## src/rtl/muldiv_seq_pkg.sv

```systemverilog
// Shared definitions for the multi-cycle multiply/divide sequencer:
// operation encodings, FSM states and small decode helpers.
package muldiv_seq_pkg;

    localparam int MD_WIDTH_DEFAULT = 32;

    typedef enum logic [1:0] {
        MD_MULTU = 2'b00,
        MD_MULT  = 2'b01,
        MD_DIVU  = 2'b10,
        MD_DIV   = 2'b11
    } md_op_e;

    typedef enum logic [1:0] {
        IDLE = 2'b00,
        RUN  = 2'b01,
        FIX  = 2'b10
    } md_state_e;

    function automatic logic op_is_div(input md_op_e op);
        return op[1];
    endfunction

    function automatic logic op_is_signed(input md_op_e op);
        return op[0];
    endfunction

endpackage

```

## src/rtl/muldiv_step.sv

```systemverilog
// One combinational iteration of the sequencer: shift-add multiply step or
// restoring divide step, sharing a single WIDTH+1 adder/subtractor.
module muldiv_step #(
    parameter int WIDTH = 32
) (
    input  logic             mode_div,
    input  logic [WIDTH-1:0] acc_in,
    input  logic [WIDTH-1:0] mplr_in,
    input  logic [WIDTH-1:0] operand,
    output logic [WIDTH-1:0] acc_out,
    output logic [WIDTH-1:0] mplr_out
);

    logic [WIDTH:0]   rem_shift;
    logic [WIDTH:0]   add_a;
    logic [WIDTH:0]   add_b;
    logic             add_cin;
    logic [WIDTH+1:0] sum;

    always_comb begin
        rem_shift = {acc_in, mplr_in[WIDTH-1]};
        if (mode_div) begin
            add_a   = rem_shift;
            add_b   = ~{1'b0, operand};
            add_cin = 1'b1;
        end else begin
            add_a   = {1'b0, acc_in};
            add_b   = mplr_in[0] ? {1'b0, operand} : '0;
            add_cin = 1'b0;
        end

        sum = {1'b0, add_a} + {1'b0, add_b} + {{(WIDTH+1){1'b0}}, add_cin};

        // In divide mode the top carry is the "no borrow" flag of the trial subtract.
        if (mode_div) begin
            if (sum[WIDTH+1]) begin
                acc_out  = sum[WIDTH-1:0];
                mplr_out = {mplr_in[WIDTH-2:0], 1'b1};
            end else begin
                acc_out  = rem_shift[WIDTH-1:0];
                mplr_out = {mplr_in[WIDTH-2:0], 1'b0};
            end
        end else begin
            acc_out  = sum[WIDTH:1];
            mplr_out = {sum[0], mplr_in[WIDTH-1:1]};
        end
    end

endmodule

```

## src/rtl/muldiv_seq.sv

```systemverilog
// MULT/MULTU/DIV/DIVU sequencer with architectural HI/LO registers: one
// iteration per clock on operand magnitudes, then a sign-fix/write-back edge.
module muldiv_seq
    import muldiv_seq_pkg::*;
#(
    parameter int WIDTH = MD_WIDTH_DEFAULT
) (
    input  logic             clk,
    input  logic             rst_n,
    input  logic             start,
    input  logic [1:0]       op,
    input  logic [WIDTH-1:0] in1,
    input  logic [WIDTH-1:0] in2,
    input  logic             cancel,
    input  logic             hi_we,
    input  logic             lo_we,
    input  logic [WIDTH-1:0] wdata,
    output logic             busy,
    output logic             done,
    output logic [WIDTH-1:0] hi,
    output logic [WIDTH-1:0] lo,
    output logic [1:0]       dbg_state
);

    localparam int CW = $clog2(WIDTH) + 1;

    md_state_e        state_q, state_d;
    logic [CW-1:0]    count_q, count_d;
    md_op_e           op_q, op_d;
    logic             sign1_q, sign1_d;
    logic             sign2_q, sign2_d;
    logic [WIDTH-1:0] acc_q, acc_d;
    logic [WIDTH-1:0] mplr_q, mplr_d;
    logic [WIDTH-1:0] opnd_q, opnd_d;
    logic [WIDTH-1:0] hi_q, hi_d;
    logic [WIDTH-1:0] lo_q, lo_d;
    logic             done_q, done_d;

    logic [WIDTH-1:0]   step_acc;
    logic [WIDTH-1:0]   step_mplr;
    logic [2*WIDTH-1:0] prod_fix;
    logic [WIDTH-1:0]   quo_fix;
    logic [WIDTH-1:0]   rem_fix;
    md_op_e             op_in;
    logic               in1_neg;
    logic               in2_neg;
    logic [WIDTH-1:0]   in1_mag;
    logic [WIDTH-1:0]   in2_mag;

    muldiv_step #(
        .WIDTH(WIDTH)
    ) u_step (
        .mode_div (op_is_div(op_q)),
        .acc_in   (acc_q),
        .mplr_in  (mplr_q),
        .operand  (opnd_q),
        .acc_out  (step_acc),
        .mplr_out (step_mplr)
    );

    always_comb begin
        op_in   = md_op_e'(op);
        in1_neg = op_is_signed(op_in) & in1[WIDTH-1];
        in2_neg = op_is_signed(op_in) & in2[WIDTH-1];
        // Negating the most-negative value leaves 2^(WIDTH-1), which is its magnitude.
        in1_mag = in1_neg ? -in1 : in1;
        in2_mag = in2_neg ? -in2 : in2;
    end

    always_comb begin
        prod_fix = (sign1_q ^ sign2_q) ? -{acc_q, mplr_q} : {acc_q, mplr_q};
        quo_fix  = (sign1_q ^ sign2_q) ? -mplr_q : mplr_q;
        rem_fix  = sign1_q ? -acc_q : acc_q;
        // With a zero divisor every trial subtract succeeds, so the remainder
        // already re-signs back to the original dividend; only LO needs forcing.
        if (opnd_q == '0) begin
            quo_fix = '1;
        end
    end

    always_comb begin
        state_d = state_q;
        count_d = count_q;
        op_d    = op_q;
        sign1_d = sign1_q;
        sign2_d = sign2_q;
        acc_d   = acc_q;
        mplr_d  = mplr_q;
        opnd_d  = opnd_q;
        hi_d    = hi_we ? wdata : hi_q;
        lo_d    = lo_we ? wdata : lo_q;
        done_d  = 1'b0;

        case (state_q)
            IDLE: begin
                if (start && !cancel) begin
                    op_d    = op_in;
                    sign1_d = in1_neg;
                    sign2_d = in2_neg;
                    acc_d   = '0;
                    count_d = '0;
                    state_d = RUN;
                    if (op_is_div(op_in)) begin
                        mplr_d = in1_mag;
                        opnd_d = in2_mag;
                    end else begin
                        mplr_d = in2_mag;
                        opnd_d = in1_mag;
                    end
                end
            end
            RUN: begin
                if (cancel) begin
                    state_d = IDLE;
                end else begin
                    acc_d   = step_acc;
                    mplr_d  = step_mplr;
                    count_d = count_q + 1'b1;
                    if (count_q == CW'(WIDTH - 1)) begin
                        state_d = FIX;
                    end
                end
            end
            FIX: begin
                state_d = IDLE;
                if (!cancel) begin
                    done_d = 1'b1;
                    if (op_is_div(op_q)) begin
                        hi_d = rem_fix;
                        lo_d = quo_fix;
                    end else begin
                        hi_d = prod_fix[2*WIDTH-1:WIDTH];
                        lo_d = prod_fix[WIDTH-1:0];
                    end
                end
            end
            default: begin
                state_d = IDLE;
            end
        endcase
    end

    always_ff @(posedge clk) begin
        if (!rst_n) begin
            state_q <= IDLE;
            count_q <= '0;
            op_q    <= MD_MULTU;
            sign1_q <= 1'b0;
            sign2_q <= 1'b0;
            acc_q   <= '0;
            mplr_q  <= '0;
            opnd_q  <= '0;
            hi_q    <= '0;
            lo_q    <= '0;
            done_q  <= 1'b0;
        end else begin
            state_q <= state_d;
            count_q <= count_d;
            op_q    <= op_d;
            sign1_q <= sign1_d;
            sign2_q <= sign2_d;
            acc_q   <= acc_d;
            mplr_q  <= mplr_d;
            opnd_q  <= opnd_d;
            hi_q    <= hi_d;
            lo_q    <= lo_d;
            done_q  <= done_d;
        end
    end

    assign busy      = (state_q != IDLE);
    assign done      = done_q;
    assign hi        = hi_q;
    assign lo        = lo_q;
    assign dbg_state = state_q;

endmodule

```

## config.mk

```make
export PLATFORM = sky130hd
export DESIGN_NAME = muldiv_seq
export DESIGN_NICKNAME = d
export VERILOG_FILES = /design/src/rtl/muldiv_seq_pkg.sv /design/src/rtl/muldiv_step.sv /design/src/rtl/muldiv_seq.sv
export SDC_FILE = /design/constraint.sdc
export NUM_CORES = 1
export LEC_CHECK = 0
export ABC_AREA = 1
export BUFFER_PORTS_ARGS = -buffer_cell sky130_fd_sc_hd__buf_2
export CORE_UTILIZATION = 52
export DETAILED_ROUTE_END_ITERATION = 8
export PLACE_DENSITY = 0.77
export SETUP_SLACK_MARGIN = 0.3
export SLEW_MARGIN = 20
export SYNTH_ARGS = -nofsm -noshare
export SYNTH_HDL_FRONTEND = slang
export SYNTH_HIERARCHICAL = 1
export SYNTH_SLANG_ARGS = --single-unit
```

## constraint.sdc

```tcl
create_clock -name clk -period 4.1 [get_ports clk]
set_input_delay 0.41 -clock clk [delete_from_list [all_inputs] [get_ports clk]]
set_output_delay 0.41 -clock clk [all_outputs]
set_load 0.005 [all_outputs]
```

# Word-level counts from Yosys, hierarchy flattened
# Cells that the tools add are included.
dict set report classes {
  add_sub_neg 8
  n_eq_ne 6
  n_mux 38
  n_bitwise 4
  n_reduce_logical 10
}
# op count
set op_table {}
lappend op_table {{2-to-1 mux 32 bit} 23}
lappend op_table {{negation 32 bit} 4}
lappend op_table {{one-hot mux 32 bit (2 select lines)} 2}
lappend op_table {{2-to-1 mux 33 bit} 2}
lappend op_table {{2-to-1 mux 64 bit} 1}
lappend op_table {{negation 64 bit} 1}
lappend op_table {{adder 33 x 33 -> 34 bit} 1}
lappend op_table {{adder 34 x 1 -> 34 bit} 1}
lappend op_table {{NOT 32 -> 33 bit} 1}
lappend op_table {{logical NOT 32 bit} 1}
lappend op_table {{2-to-1 mux 6 bit} 2}
lappend op_table {{one-hot mux 6 bit (2 select lines)} 1}
lappend op_table {{adder 6 x 1 -> 6 bit, second input constant} 1}
lappend op_table {{== test 6 x 5 -> 1 bit, second input constant} 1}
lappend op_table {{2-to-1 mux 2 bit} 3}
lappend op_table {{AND reduction 2 bit} 3}
lappend op_table {{!= test 2 bit, second input constant} 2}
lappend op_table {{one-hot mux 2 bit (2 select lines)} 1}
lappend op_table {{nonzero test 2 bit} 2}
lappend op_table {{2-to-1 mux 1 bit} 3}
lappend op_table {{!= test 3 bit, second input constant} 1}
lappend op_table {{AND reduction 3 bit} 1}
lappend op_table {{bitwise AND 1 bit} 2}
lappend op_table {{== test 2 x 1 -> 1 bit, second input constant} 1}
lappend op_table {{other kinds (5)} 5}
dict set report word_totals {
  register_bits 173
  output_inout_bits 68
  word_cells 77
}

# Longest topological paths before layout
dict set report depth {
  depth_word 8
  depth_mapped 24
  depth_no_buf 20
}

# By module
# Netlist, hierarchy kept.
# mod instances cells_per_inst area_each_um2
set modules_own_cells {}
lappend modules_own_cells {muldiv_seq 1 2055 12314.3}
lappend modules_own_cells {muldiv_step 1 981 4514.3}

# Worst setup path before layout
# OpenSTA, ideal clock, no wires.
dict set report synth_timing {
  path_type {reg2reg}
  startpoint {register op_q[1]}
  endpoint {register acc_q[28]}
  arrival_time_ns 2.988
  t_required_ns 3.971
  path_slack_ns 0.984
  path_stages_with_launch 23
  period_less_slack_ns 3.116
  path_cell_list {dfxtp_1 -> buf_2 -> clkinv_1 -> clkbuf_1 -> clkbuf_1 -> a21oi_1 -> fa_1 -> inv_1 -> fa_1 -> nand3_1 -> nand3_1 -> nand2_1 -> nand2_1 -> nand2_1 -> nand2_1 -> nand2_1 -> nand2_1 -> nand2_1 -> nand3_1 -> nand2_1 -> nand2_1 -> nand3_1 -> o31ai_1}
}
dict set report synth_between {
  elab_chain_len 7
}
# element line
set synth_lines {}
lappend synth_lines {{from (decl)} muldiv_seq.sv:29} ;# md_op_e op_q, op_d;
lappend synth_lines {{from (signal assigned)} muldiv_seq.sv:159} ;# op_q <= op_d;
lappend synth_lines {{2-to-1 mux 33 bit} muldiv_step.sv:22} ;# if (mode_div) begin
lappend synth_lines {{adder 33 x 33 -> 34 bit} muldiv_step.sv:32} ;# sum = {1'b0, add_a} + {1'b0, add_b} + {{(WIDTH+1){1'b0}}, add_cin};
lappend synth_lines {{adder 34 x 1 -> 34 bit} muldiv_step.sv:32}
lappend synth_lines {{2-to-1 mux 32 bit} muldiv_step.sv:36} ;# if (sum[WIDTH+1]) begin
lappend synth_lines {{2-to-1 mux 32 bit *} muldiv_step.sv:35} ;# if (mode_div) begin
lappend synth_lines {{named net step_acc[28]} muldiv_seq.sv:39} ;# logic [WIDTH-1:0] step_acc;
lappend synth_lines {{2-to-1 mux 32 bit *} muldiv_seq.sv:113} ;# if (cancel) begin
lappend synth_lines {{one-hot mux 32 bit (2 select lines) *} muldiv_seq.sv:94} ;# case (state_q)
lappend synth_lines {{to (signal assigned)} muldiv_seq.sv:150} ;# acc_q <= '0;
lappend synth_lines {{to (signal assigned)} muldiv_seq.sv:162} ;# acc_q <= acc_d;
lappend synth_lines {{to (decl)} muldiv_seq.sv:32} ;# logic [WIDTH-1:0] acc_q, acc_d;
# Mark *: on every way through the listed nets, which the timed path passes. The rest lies on a longest branch. The select of a mux whose other input is x is not followed.
# A chain may end at the register's enable or synchronous reset.

# Final worst setup path
dict set report layout_timing {
  startpoint {register op_q[1]}
  endpoint {register acc_q[26]}
}
# The elaborated chain is that of the path after synthesis.

==> flow_summary.json <==
{
  "final-seq-area_um2": 3445,
  "vias": 20856,
  "grtUsageTotal": 0.4138,
  "port_buffers": 171,
  "syn_to_final_growth_pct": 9.703,
  "nets": 3267,
  "drtIter0Drc": 2456,
  "async_flop_share": 0,
  "yosysUniqueCellTypes": 57,
  "cts_setup_buffers": 0,
  "yosys_warnings": 6,
  "htreeDepth": 4,
  "multi_input_area_um2": 11300,
  "grt_pass1_wl_mm": 106.3,
  "chipHeight_um": 181.9,
  "slew_headroom": 0.4302,
  "power_leakage_nw": 9.557,
  "vdd_drop_max_mv": 0.3603,
  "synthFlopType": "dfxtp_1",
  "critPathKind": "flop to flop",
  "vias_per_cell": 5.892,
  "std_cell_rows": 65,
  "numClockSinks": 172,
  "start_util": 0.5306,
  "hold_path_depth": 3,
  "arrival_ps": 3820,
  "fin_skew_ps": 16.55,
  "antenna_found_initial": 2,
  "synth_cells": 3036,
  "power.density_nw_per_um2": 276.3,
  "crit_fanout": 26,
  "synth_edf_count": 0,
  "grt_pass1_vias": 18960,
  "syn_nets": 3178,
  "place_area_um2": 17830,
  "rsz0062_at_grt": "no",
  "cts-root-buf": "clkbuf_16",
  "cts_hold_buf": 0,
  "grt_util_met1": 0.5447,
  "worstRegToRegCells": 18,
  "overflow": 0,
  "finalPower_mw": 5.100,
  "hold_path.class": "primary input to flop",
  "final_hold_viol_count": 0,
  "busiest_layer": "met2",
  "antenna_left": 0,
  "synth.cell_area_um2": 16830,
  "grt_use_met3": 0.07120,
  "final.setup.tns_ps": 0,
  "dpl.hpwl_mm": 54.36,
  "n_antenna_cell": 0,
  "required_ps": 4420,
  "tightest_slew_ps": 853.8,
  "fillers": 3372,
  "synth.top_cells.by_area": "nand2_1 21%, dfxtp_1 20%, nand3_1 8.4%",
  "cts.clk_slew.worst_paths_ps": 90,
  "synth_largest_area_cell": "nand2_1",
  "slew_viol_final": 0,
  "design_area_um2": 18460,
  "synth_seq_cells": 172,
  "cts_resized": 0,
  "endpoint_kind": "flop",
  "layout-drive-gt1-share": 0.1128,
  "synth_common_cells": "956 x nand2_1, 365 x inv_1, 291 x nor2_1",
  "die-area_um2": 33090,
  "cts_tree": "done",
  "maxCapViolations": 0,
  "clock_path_buffers": 2,
  "period_share": 0.8554,
  "ioPinCount": 172,
  "drcViolationCount": 0,
  "coreArea_um2": 31720,
  "yosysSeqAreaShare": 0.2046,
  "clkLatencyLatePin_ps": 460,
  "wirelength_mm": 69.28,
  "grt_max_degree": 96,
  "final.min_clock_period_ps": 3507,
  "syn_avg_cell_area_um2": 5.543,
  "drtPass1Iterations": 7,
  "synth_top_area_frac": 0.2132,
  "status": "finished clean",
  "cts_made_buffers": 17,
  "synth.most_common_cell": "nand2_1",
  "die_w_um": 181.9,
  "setup_viol": 0,
  "wl_per_cell_um": 19.57,
  "cp-start-kind": "flop",
  "gp_congestion": 1.080,
  "grt_use_met2": 0.6522,
  "clock.fmax_mhz": 285.1
}
==> metal layers <==
layer | routed length [um] | share of wire | up-vias
li1 | - | - | 9932
met1 | 28610 | 0.41 | 9547
met2 | 30270 | 0.44 | 1163
met3 | 6769 | 0.098 | 210
met4 | 3583 | 0.052 | 4
met5 | 41 | 0.00059 | -
==> registers in the layout, indices dropped and copies added, names as in the netlist <==
name / flops
opnd_q: 32
count_q: 6
done: 1
dbg_state: 2
mplr_q: 32
sign1_q: 1
op_q: 1
acc_q: 32
hi: 32
sign2_q: 1
lo: 32
==> cell families (layout without fill, tap and decap cells) <==
family	count (synthesis)	after routing	synth area share
AO/OA/AOI/OAI	522	522	0.1700
XOR/XNOR	76	76	0.03955
adder cells (fa/ha/maj)	38	38	0.02914
buffers and inverters	520	622	0.1242
flip-flops	172	172	0.2046
AND/OR/NAND/NOR	1708	1708	0.4325
==> final timing paths <==
check,startpoint,to,slack (ps)
max,op_q[1]$_SDFFE_PN0P_,acc_q[26]$_SDFFE_PN0P_,590
min,in2[0],opnd_q[0]$_SDFFE_PN0P_,260
max reg2reg,op_q[1]$_SDFFE_PN0P_,acc_q[26]$_SDFFE_PN0P_,590
min reg2reg,count_q[2]$_SDFFE_PN0P_,count_q[2]$_SDFFE_PN0P_,480
==> through the flow <==
step,util,hold WS [ps],instances,worst slack [ps]
3_5_place_dp,0.5621,467.8,3508,660.4
5_1_grt,0.5821,271.8,3540,437.8
4_1_cts,0.5821,253.8,3540,651.2
2_1_floorplan,-,436.8,3036,983.5
6_report,0.5821,256.6,3540,593.0
3_3_place_gp,0.5621,448.7,3508,643.4
==> area by class of cell <==
type / count / area share
flip-flops and latches: 172 / 0.1866
multi-input cells: 2344 / 0.6119
clock inverters: 15 / 0.01118
repair buffers: 201 / 0.06059
well taps: 402 / 0.02724
clock buffers: 17 / 0.02304
inverters: 389 / 0.07943
==> report_power, final <==
part           internal [mW]  total (mW)  leakage (nW)  switching, mW
combinational          0.465        1.48          7.84           1.01
sequential              1.76        1.88          1.41          0.113
clock                  0.848        1.75         0.304          0.902
==> worst max-delay path, cell delays in order, from the launching register on <==
cell and delay [ps]:
dfxtp_2 370, clkinv_2 290, buf_4 370, nand2_1 90, nand2_1 90, ha_1 380, nand2_1 130, nor2_1 340
nand3_1 240, nand3_1 250, nand3_1 150, nand2_1 100, nand2_1 100, nand2_1 80, nand2_1 90, nand2_1 80
nand2_1 50, nand3_1 80, o31ai_1 80
==> layout by cell type, fill, tap and decap left out, drive strengths merged, types with 32 or more instances in the layout <==
cell and instances:
nand2 985, inv 394, nor2 327, nand3 288, o21ai 244, buf 201
a21oi 177, dfxtp 172, xor2 52, ha 36, o31ai 34, nand4 32
Power figures use the tool's default switching activity.
